`src/rtl/mips_mc_if.sv`:
```
// Memory-facing bus of the multicycle core: request/address/data out, read data and
// ready handshake back.
interface mips_mc_if #(
    parameter int unsigned WIDTH = 8
) ();
    logic [WIDTH-1:0] memdata;
    logic             memready;
    logic             memread;
    logic             memwrite;
    logic [WIDTH-1:0] adr;
    logic [WIDTH-1:0] writedata;

    modport master (
        input  memdata, memready,
        output memread, memwrite, adr, writedata
    );

    modport slave (
        output memdata, memready,
        input  memread, memwrite, adr, writedata
    );
endinterface

```
`src/rtl/mips_mc.sv`:
```
// Parametrised multicycle MIPS-subset core: beat-wise instruction fetch, ready-gated memory
// accesses, beq/bne, and a sticky halt on illegal opcodes.
module mips_mc #(
    parameter int unsigned WIDTH   = 8,
    parameter int unsigned REGBITS = 3
) (
    input  logic      clk,
    input  logic      reset,
    mips_mc_if.master bus,
    output logic      halted
);
    localparam int unsigned BEATS = 32 / WIDTH;
    localparam int unsigned Shamt = $clog2(BEATS);
    localparam int unsigned BeatW = (Shamt > 0) ? Shamt : 1;
    localparam int unsigned NRegs = 1 << REGBITS;

    localparam logic [5:0] OpRtype = 6'b000000;
    localparam logic [5:0] OpJ     = 6'b000010;
    localparam logic [5:0] OpBeq   = 6'b000100;
    localparam logic [5:0] OpBne   = 6'b000101;
    localparam logic [5:0] OpAddi  = 6'b001000;
    localparam logic [5:0] OpLb    = 6'b100000;
    localparam logic [5:0] OpSb    = 6'b101000;

    localparam logic [5:0] FnAdd = 6'b100000;
    localparam logic [5:0] FnSub = 6'b100010;
    localparam logic [5:0] FnAnd = 6'b100100;
    localparam logic [5:0] FnOr  = 6'b100101;
    localparam logic [5:0] FnSlt = 6'b101010;

    typedef enum logic [3:0] {
        StFetch, StDecode, StMemAdr, StLbRd, StLbWr, StSbWr,
        StRtypeEx, StRtypeWr, StBrEx, StJEx, StAddiWr, StHalt
    } state_e;

    state_e           state_q, state_d;
    logic [BeatW-1:0] beat_q, beat_d;
    logic [WIDTH-1:0] pc_q, pc_d;
    logic [31:0]      instr_q, instr_d;
    logic [WIDTH-1:0] a_q, a_d, b_q, b_d, alu_q, alu_d, mdr_q, mdr_d;

    logic [WIDTH-1:0] rf_q [NRegs];
    logic             rf_we;
    logic [REGBITS-1:0] rf_wa;
    logic [WIDTH-1:0] rf_wd;

    logic [5:0]         op;
    logic [4:0]         rs5, rt5, rd5;
    logic [REGBITS-1:0] rs_a, rt_a, rd_a;
    logic [WIDTH-1:0]   rs_val, rt_val;
    logic [31:0]        imm32, jt32;
    logic [WIDTH-1:0]   imm, boff, jtarget, diff, alu_res;
    logic [4:0]         slot_lo;
    logic               last_beat;
    logic               memread, memwrite;
    logic [WIDTH-1:0]   adr, writedata;

    assign op     = instr_q[31:26];
    assign rs5    = instr_q[25:21];
    assign rt5    = instr_q[20:16];
    assign rd5    = instr_q[15:11];
    assign rs_a   = rs5[REGBITS-1:0];
    assign rt_a   = rt5[REGBITS-1:0];
    assign rd_a   = rd5[REGBITS-1:0];
    assign rs_val = (rs_a == '0) ? '0 : rf_q[rs_a];
    assign rt_val = (rt_a == '0) ? '0 : rf_q[rt_a];

    assign imm32   = {{16{instr_q[15]}}, instr_q[15:0]};
    assign imm     = imm32[WIDTH-1:0];
    assign boff    = imm << Shamt;
    assign jt32    = {6'b0, instr_q[25:0]} << Shamt;
    assign jtarget = jt32[WIDTH-1:0];
    assign diff    = a_q - b_q;

    // Beat 0 lands in the most-significant slot of the instruction word.
    assign slot_lo   = 5'((BEATS - 1 - 32'(beat_q)) * WIDTH);
    assign last_beat = (32'(beat_q) == BEATS - 1);

    logic unused_bits;
    assign unused_bits = ^{instr_q[10:6], rs5, rt5, rd5, imm32, jt32};

    always_comb begin
        unique case (instr_q[5:0])
            FnAdd:   alu_res = a_q + b_q;
            FnSub:   alu_res = diff;
            FnAnd:   alu_res = a_q & b_q;
            FnOr:    alu_res = a_q | b_q;
            FnSlt:   alu_res = WIDTH'($signed(a_q) < $signed(b_q));
            default: alu_res = '0;
        endcase
    end

    always_comb begin
        state_d   = state_q;
        beat_d    = beat_q;
        pc_d      = pc_q;
        instr_d   = instr_q;
        a_d       = a_q;
        b_d       = b_q;
        alu_d     = alu_q;
        mdr_d     = mdr_q;
        rf_we     = 1'b0;
        rf_wa     = rt_a;
        rf_wd     = mdr_q;
        memread   = 1'b0;
        memwrite  = 1'b0;
        adr       = '0;
        writedata = '0;
        halted    = 1'b0;
        case (state_q)
            StFetch: begin
                memread = 1'b1;
                adr     = pc_q;
                if (bus.memready) begin
                    instr_d[slot_lo +: WIDTH] = bus.memdata;
                    pc_d = pc_q + WIDTH'(1);
                    if (last_beat) begin
                        beat_d  = '0;
                        state_d = StDecode;
                    end else begin
                        beat_d = beat_q + BeatW'(1);
                    end
                end
            end
            StDecode: begin
                a_d   = rs_val;
                b_d   = rt_val;
                alu_d = pc_q + boff;
                case (op)
                    OpLb, OpSb, OpAddi: state_d = StMemAdr;
                    OpRtype:            state_d = StRtypeEx;
                    OpBeq, OpBne:       state_d = StBrEx;
                    OpJ:                state_d = StJEx;
                    default:            state_d = StHalt;
                endcase
            end
            StMemAdr: begin
                alu_d = a_q + imm;
                case (op)
                    OpLb:    state_d = StLbRd;
                    OpSb:    state_d = StSbWr;
                    default: state_d = StAddiWr;
                endcase
            end
            StLbRd: begin
                memread = 1'b1;
                adr     = alu_q;
                if (bus.memready) begin
                    mdr_d   = bus.memdata;
                    state_d = StLbWr;
                end
            end
            StLbWr: begin
                rf_we   = 1'b1;
                state_d = StFetch;
            end
            StSbWr: begin
                memwrite  = 1'b1;
                adr       = alu_q;
                writedata = b_q;
                if (bus.memready) state_d = StFetch;
            end
            StAddiWr: begin
                rf_we   = 1'b1;
                rf_wd   = alu_q;
                state_d = StFetch;
            end
            StRtypeEx: begin
                alu_d   = alu_res;
                state_d = StRtypeWr;
            end
            StRtypeWr: begin
                rf_we   = 1'b1;
                rf_wa   = rd_a;
                rf_wd   = alu_q;
                state_d = StFetch;
            end
            StBrEx: begin
                // beq takes on zero difference, bne on nonzero.
                if ((op == OpBeq) == (diff == '0)) pc_d = alu_q;
                state_d = StFetch;
            end
            StJEx: begin
                pc_d    = jtarget;
                state_d = StFetch;
            end
            StHalt:  halted = 1'b1;
            default: state_d = StFetch;
        endcase
    end

    assign bus.memread   = memread;
    assign bus.memwrite  = memwrite;
    assign bus.adr       = adr;
    assign bus.writedata = writedata;

    always_ff @(posedge clk or negedge reset) begin
        if (!reset) begin
            state_q <= StFetch;
            beat_q  <= '0;
            pc_q    <= '0;
            instr_q <= '0;
            a_q     <= '0;
            b_q     <= '0;
            alu_q   <= '0;
            mdr_q   <= '0;
        end else begin
            state_q <= state_d;
            beat_q  <= beat_d;
            pc_q    <= pc_d;
            instr_q <= instr_d;
            a_q     <= a_d;
            b_q     <= b_d;
            alu_q   <= alu_d;
            mdr_q   <= mdr_d;
        end
    end

    // Write enable comes from the state, so an asynchronous reset also cancels any pending write.
    always_ff @(posedge clk) begin
        if (rf_we && rf_wa != '0) rf_q[rf_wa] <= rf_wd;
    end
endmodule
```
`src/flat_wrapper.sv`:
```
// flat-port wrapper written by rule: the top's interface ports become plain ports
module mips_mc_flat 
#(
    parameter int unsigned WIDTH   = 8,
    parameter int unsigned REGBITS = 3
)
  (clk, reset, halted, bus_memdata, bus_memready, bus_memread, bus_memwrite, bus_adr, bus_writedata);
  mips_mc_if #(.WIDTH(WIDTH)) bus_i ();
  input  logic clk;
  input  logic reset;
  output logic halted;
  input wire logic [$bits(bus_i.memdata)-1:0] bus_memdata;
  input wire logic [$bits(bus_i.memready)-1:0] bus_memready;
  output wire logic [$bits(bus_i.memread)-1:0] bus_memread;
  output wire logic [$bits(bus_i.memwrite)-1:0] bus_memwrite;
  output wire logic [$bits(bus_i.adr)-1:0] bus_adr;
  output wire logic [$bits(bus_i.writedata)-1:0] bus_writedata;
  assign bus_i.memdata = bus_memdata;
  assign bus_i.memready = bus_memready;
  assign bus_memread = bus_i.memread;
  assign bus_memwrite = bus_i.memwrite;
  assign bus_adr = bus_i.adr;
  assign bus_writedata = bus_i.writedata;
  mips_mc #(.WIDTH(WIDTH), .REGBITS(REGBITS)) u_core (.clk(clk), .reset(reset), .bus(bus_i), .halted(halted));
endmodule
```
`config.mk`:
```
export PLATFORM = sky130hd
export DESIGN_NAME = mips_mc_flat
export DESIGN_NICKNAME = d
export VERILOG_FILES = /design/src/rtl/mips_mc_if.sv /design/src/rtl/mips_mc.sv /design/src/flat_wrapper.sv
export SDC_FILE = /design/constraint.sdc
export NUM_CORES = 1
export LEC_CHECK = 0
export CORE_UTILIZATION = 59
export CTS_CLUSTER_SIZE = 10
export DETAILED_ROUTE_END_ITERATION = 10
export PLACE_DENSITY = 0.82
export REMOVE_ABC_BUFFERS = 1
export SYNTH_ARGS = -nofsm -noshare
export SYNTH_HDL_FRONTEND = slang
export SYNTH_SLANG_ARGS = --single-unit
```
`constraint.sdc`:
```
create_clock -name clk -period 3.1 [get_ports clk]
set_input_delay 0.62 -clock clk [delete_from_list [all_inputs] [get_ports clk]]
set_output_delay 0.62 -clock clk [all_outputs]
set_load 0.01 [all_outputs]
```
-- Word level (Yosys, flattened, before mapping)
Memories as Yosys holds them, arrays and structs flattened.
Index checks and enable logic that the tools add are counted.
- memories: 1
- RAM bits: 64
- bits in registers: 78
- output and inout port bits: 19
- memory list (name ; words ; bits a word ; rd ports ; clocked after Yosys merged registers in ; wr ports ; line ; source):
    u_core.rf_q ; 8 ; 8 ; 2 ; 0 ; 1 ; mips_mc.sv:42 ; logic [WIDTH-1:0] rf_q [NRegs];
- add/sub/neg operators: 8
- bitwise operators: 3
- equal/unequal tests: 29
- mux-type cells: 26
- reduce and logical (&&, ||, !) cells: 19
- magnitude comparators: 1
- shifts and indexed selects: 2
- operator list (kind ; number):
    8-bit two-way mux ; 6
    8-bit case mux with 3 select lines ; 2
    6-bit == test, second input constant ; 7
    8-bit case mux with 5 select lines ; 1
    32-bit bitwise mux ; 1
    8-bit by 7-bit variable shift with 32-bit output, first input constant ; 1
    8-bit by 7-bit variable part select with 32-bit output ; 1
    4-bit case mux with 7 select lines ; 1
    8-bit adder ; 3
    4-bit by 3-bit == test with 1-bit output, second input constant ; 4
    4-bit == test, second input constant ; 4
    4-bit two-way mux ; 4
    4-bit case mux with 4 select lines ; 1
    8-bit case mux with 2 select lines ; 1
    6-bit by 3-bit == test with 1-bit output, second input constant ; 2
    3-bit nonzero test ; 3
    8-bit by 1-bit adder with 8-bit output, second input constant ; 1
    8-bit AND ; 1
    4-bit by 2-bit == test with 1-bit output, second input constant ; 2
    8-bit logical NOT ; 1
    8-bit < comparator ; 1
    8-bit bitwise OR ; 1
    4-bit case mux with 2 select lines ; 1
    2-bit OR reduction ; 4
    other kinds (23) ; 34

-- Longest topological paths before layout
- depth in word-level cells: 6
- mapped depth: 12
- depth with buffers taken out: 11

-- Worst setup path before layout
OpenSTA, ideal clock, no wires.
- path kind: flip-flop to flip-flop
- from: reg u_core.a_q[0]
- to: reg u_core.pc_q[4]
- data arrival time: 2.584 ns
- setup slack: 0.439 ns
- required time: 3.023 ns
- cell stages (with the launch flop): 13
- path buffers: 1
- cell sequence: dfrtp_1 > inv_1 > ha_1 > inv_1 > fa_1 > nor2b_1 > o211ai_1 > a211oi_1 > or2_1 > or3_4 > buf_6 > a21bo_1 > a21oi_1
- cells in the longest elaborated chain, start to end: 5
- ends and longest elaborated chain (element ; line ; source):
    start: declaration ; mips_mc.sv:40 ; logic [WIDTH-1:0] a_q, a_d, b_q, b_d, alu_q, alu_d, mdr_q, mdr_d;
    start signal: assignment ; mips_mc.sv:203 ; a_q <= '0;
    start signal: assignment ; mips_mc.sv:212 ; a_q <= a_d;
    8-bit subtractor ; mips_mc.sv:73 ; assign diff = a_q - b_q;
    8-bit logical NOT ; mips_mc.sv:180 ; if ((op == OpBeq) == (diff == '0)) pc_d = alu_q;
    1-bit == test ; mips_mc.sv:180 ;
    2-bit by 1-bit inequality test with 1-bit output (no line) ; -- ;
    3-bit AND reduction (no line) ; -- ;
    end signal: assignment ; mips_mc.sv:210 ; pc_q <= pc_d;
    end: declaration ; mips_mc.sv:38 ; logic [WIDTH-1:0] pc_q, pc_d;
No other way between the ends.
A chain may end at the register's enable or synchronous reset.

-- Worst setup path after layout
- from: reg u_core.state_q[3]
- to: out bus_writedata[6]
- cells in the longest elaborated chain, start to end: 2
- ends and longest elaborated chain (element ; line ; source):
    start: declaration ; mips_mc.sv:36 ; state_e state_q, state_d;
    start signal: assignment ; mips_mc.sv:199 ; state_q <= StFetch;
    start signal: assignment ; mips_mc.sv:208 ; state_q <= state_d;
    4-bit by 3-bit == test with 1-bit output ; mips_mc.sv:110 ; case (state_q)
    8-bit two-way mux ; mips_mc.sv:110 ;
    end: declaration ; flat_wrapper.sv:17 ; output wire logic [$bits(bus_i.writedata)-1:0] bus_writedata;
No other way between the ends.

==> flow_summary_export.csv <==
group,metric,value,unit
synthesis,synth_seq_cells,125,
timing,min_period,3.05,ns
synthesis,yosysTopAreaCell,"dfrtp_1",
synthesis,synth_edf_count,56,
routing,wl_met2,10400,um
global_route,antenna_found_initial,0,
power,p_per_area,1030,nW/um2
critical_path,r2r_start,"u_core.a_q[0]$_DFFE_PN0P_",
final_layout,finalNetCount,901,
synthesis,yosys_warnings,0,
timing,tns,0,ns
routing,dr.first_iter.drc_count,675,
outcome,run_status,"completed",
critical_path,setup.worst_path.class,"flop to output port",
clock_network,hold_buffers,0,
global_route,grt_pass1_wl,34300,um
timing,max_freq,328,MHz
timing,hold_viol_final,0,
timing,tightestPinTransition,0.912,ns
timing,slew_violations,0,
hold_path,hp-class,"input pin to async pin",
critical_path,max_stage_delay,0.62,ns
routing,antenna_left,0,
power,power_leakage,3.63,nW
global_route,overflow,0,
timing,rsz0062_at_grt,"no",
routing,vias,6638,
floorplanning,coreArea,13200,um2
synthesis,yosys-top-cells-area,"dfrtp_1, edfxtp_1, ha_1",
final_layout,final_cell_mix,"nand2_1, o21ai_0, dfrtp_1",
power,irDropWorstVdd,0.611,mV
flow_run,maxCapViolations,0,
place,place_congestion,0.958,
critical_path,cp-end-kind,"output port",
routing,firstDrtPassIters,5,
clock_network,cts_tree,"built",
global_route,grtUsageTotal,32.1,%
synthesis,ys_types,62,
timing,hold_slack,0.403,ns
routing,top_layer,"met4",
floorplanning,pin_count,30,
clock_network,cts.sinks,125,
clock_network,clk_pin_slew_worst_paths,0.06,ns
critical_path,slowest_stage,"clkdlybuf4s50_1",
floorplanning,die-area,14000,um2
routing,route.detailed.drc,0,
floorplanning,start_util,60.4,%
place,port_buffers,29,
final_layout,layout_commonest_cell,"nand2_1",
global_route,grt_max_degree,70,
clock_network,root_buffer,"clkbuf_16",
clock_network,post_cts_buffers,0,
timing,setup_viol,0,
floorplanning,std_cell_rows,42,
critical_path,path_cells,"inv_1 > nand2_1 > nor3_1 > clkdlybuf4s50_1",
floorplanning,die_h,118,um
timing,skew,0.0101,ns
critical_path,reg2reg_slack,0.20,ns
critical_path,required,2.48,ns
critical_path,r2r-end,"u_core.pc_q[1]$_DFFE_PN0P_",
final_layout,multi_input_area,4230,um2
routing,met3_wirelength,1630,um
routing,met1_length,8960,um
timing,timing.final.crit_share,98.2,%
global_route,grt_pass1_vias,6398,
routing,avgRoutedWirePerCell,21.0,um
place,hpwl,15400,um
final_layout,seqCellArea,3410,um2
synthesis,synth_top_area_share,21.7,%
clock_network,insertion_delay,0.42,ns
final_layout,layout-drive-gt1-share,13.2,%
synthesis,synthFlopType,"dfrtp_1",
routing,viasPerCell,6.44,
floorplanning,die_x,118,um
clock_network,numCtsBuffers,17,
critical_path,start_kind,"flop",
synthesis,ys_seq_area_share,42.8,%
synthesis,async_flop_share,55.2,%
synthesis,syn-cell-area,7960,um2
critical_path,critPathBufInv,2,
final_layout,n_fill_cell,957,
critical_path,rr_worst_depth,11,
synthesis,syn_inst,810,
clock_network,htree_levels,4,
final_layout,syn2layout_area_growth,14.6,%
final_layout,fin_util,69.2,%
critical_path,cp_max_fo,12,
critical_path,cp_top_family,"buffers and inverters",
clock_network,clockBufferDepth,2,
final_layout,antennaDiodeCount,0,
critical_path,cp_data_arrival_time,2.43,ns
routing,drt_wl_total,21600,um
timing,slew_headroom,39.2,%
critical_path,crit_start,"u_core.state_q[3]$_DFFE_PN0P_",
synthesis,postSynthAreaPerCell,9.83,um2
## Yosys cell counts (5+ instances only)
library cell	instances
a211oi_1	7
a21o_1	11
a21oi_1	38
a221oi_1	11
a22oi_1	20
a31oi_1	7
and3_1	5
clkbuf_1	34
dfrtp_1	69
edfxtp_1	56
ha_1	44
inv_1	39
mux2_2	32
mux2i_1	13
mux4_2	16
nand2_1	104
nand2b_1	12
nand3_1	18
nand4_1	5
nor2_1	59
nor2b_1	7
nor3_1	25
nor3b_1	6
nor4_1	5
o211ai_1	5
o21ai_0	68
o31ai_1	8
xnor2_1	9
xor2_1	9
## stage by stage
stage          instance area [um2]  cells  power, mW  worst slack [ns]
6_report                      9130   1031       9.44            0.0550
5_1_grt                       9130   1031       9.96            0.0166
4_1_cts                       9130   1031       9.33            0.0812
3_5_place_dp                  8500    999       7.15             0.225
3_3_place_gp                  8500    999       6.96             0.334
2_1_floorplan                 7790    768       5.70             0.266
## flip-flops by register name, summed over array words and instances, names as in the netlist
name / count
u_core.a_q: 8
u_core.instr_q: 23
u_core.pc_q: 8
u_core.mdr_q: 8
u_core.rf_q: 56
u_core.state_q: 4
u_core.alu_q: 8
u_core.b_q: 8
u_core.beat_q: 2
## kinds of logic after synthesis
logic type      share of synthesized area [%]
fa+ha+maj                                7.92
compound gates                           17.5
flops                                    42.8
xor+xnor                                 1.98
simple gates                             15.0
mux                                      10.7
buf+inv                                  4.12
## final cells by class
| cell class | instances | area share (%) |
|---|---|---|
| multi-input combinational | 602 | 46.4 |
| sequential | 125 | 37.4 |
| timing repair buffer | 55 | 5.26 |
| clock buffer | 17 | 4.66 |
| tap | 176 | 2.41 |
| clock inverter | 15 | 2.26 |
| inverter | 41 | 1.69 |
## worst max path at each step
stage / end / slack (ns) / depth (start not counted)
after global routing: bus_writedata[6] / 0.02 / 4
after global placement: u_core.pc_q[1]$_DFFE_PN0P_ / 0.33 / 11
after floorplan: u_core.alu_q[3]$_DFFE_PN0P_ / 0.27 / 5
final: bus_writedata[6] / 0.05 / 4
after CTS: bus_writedata[6] / 0.08 / 3
after detailed placement: u_core.pc_q[1]$_DFFE_PN0P_ / 0.22 / 11
## routing by layer
layer	up-vias	track usage [%]
met5	-	0
met4	0	11.9
met3	56	5.89
met2	338	51.7
met1	3213	43.5
li1	3031	-
## timing repair
item / in CTS / in global routing
gates resized for setup: 0 / 2
hold endpoints to repair: 0 / 0
setup endpoints to repair: 0 / 3
## report_power, final
group	leakage, nW	internal (mW)	switching [mW]	total [mW]
clock	0.309	1.36	0.783	2.14
combinational	1.93	1.86	2.61	4.47
sequential	1.40	2.23	0.590	2.82
(Power assumes the default switching activity.)
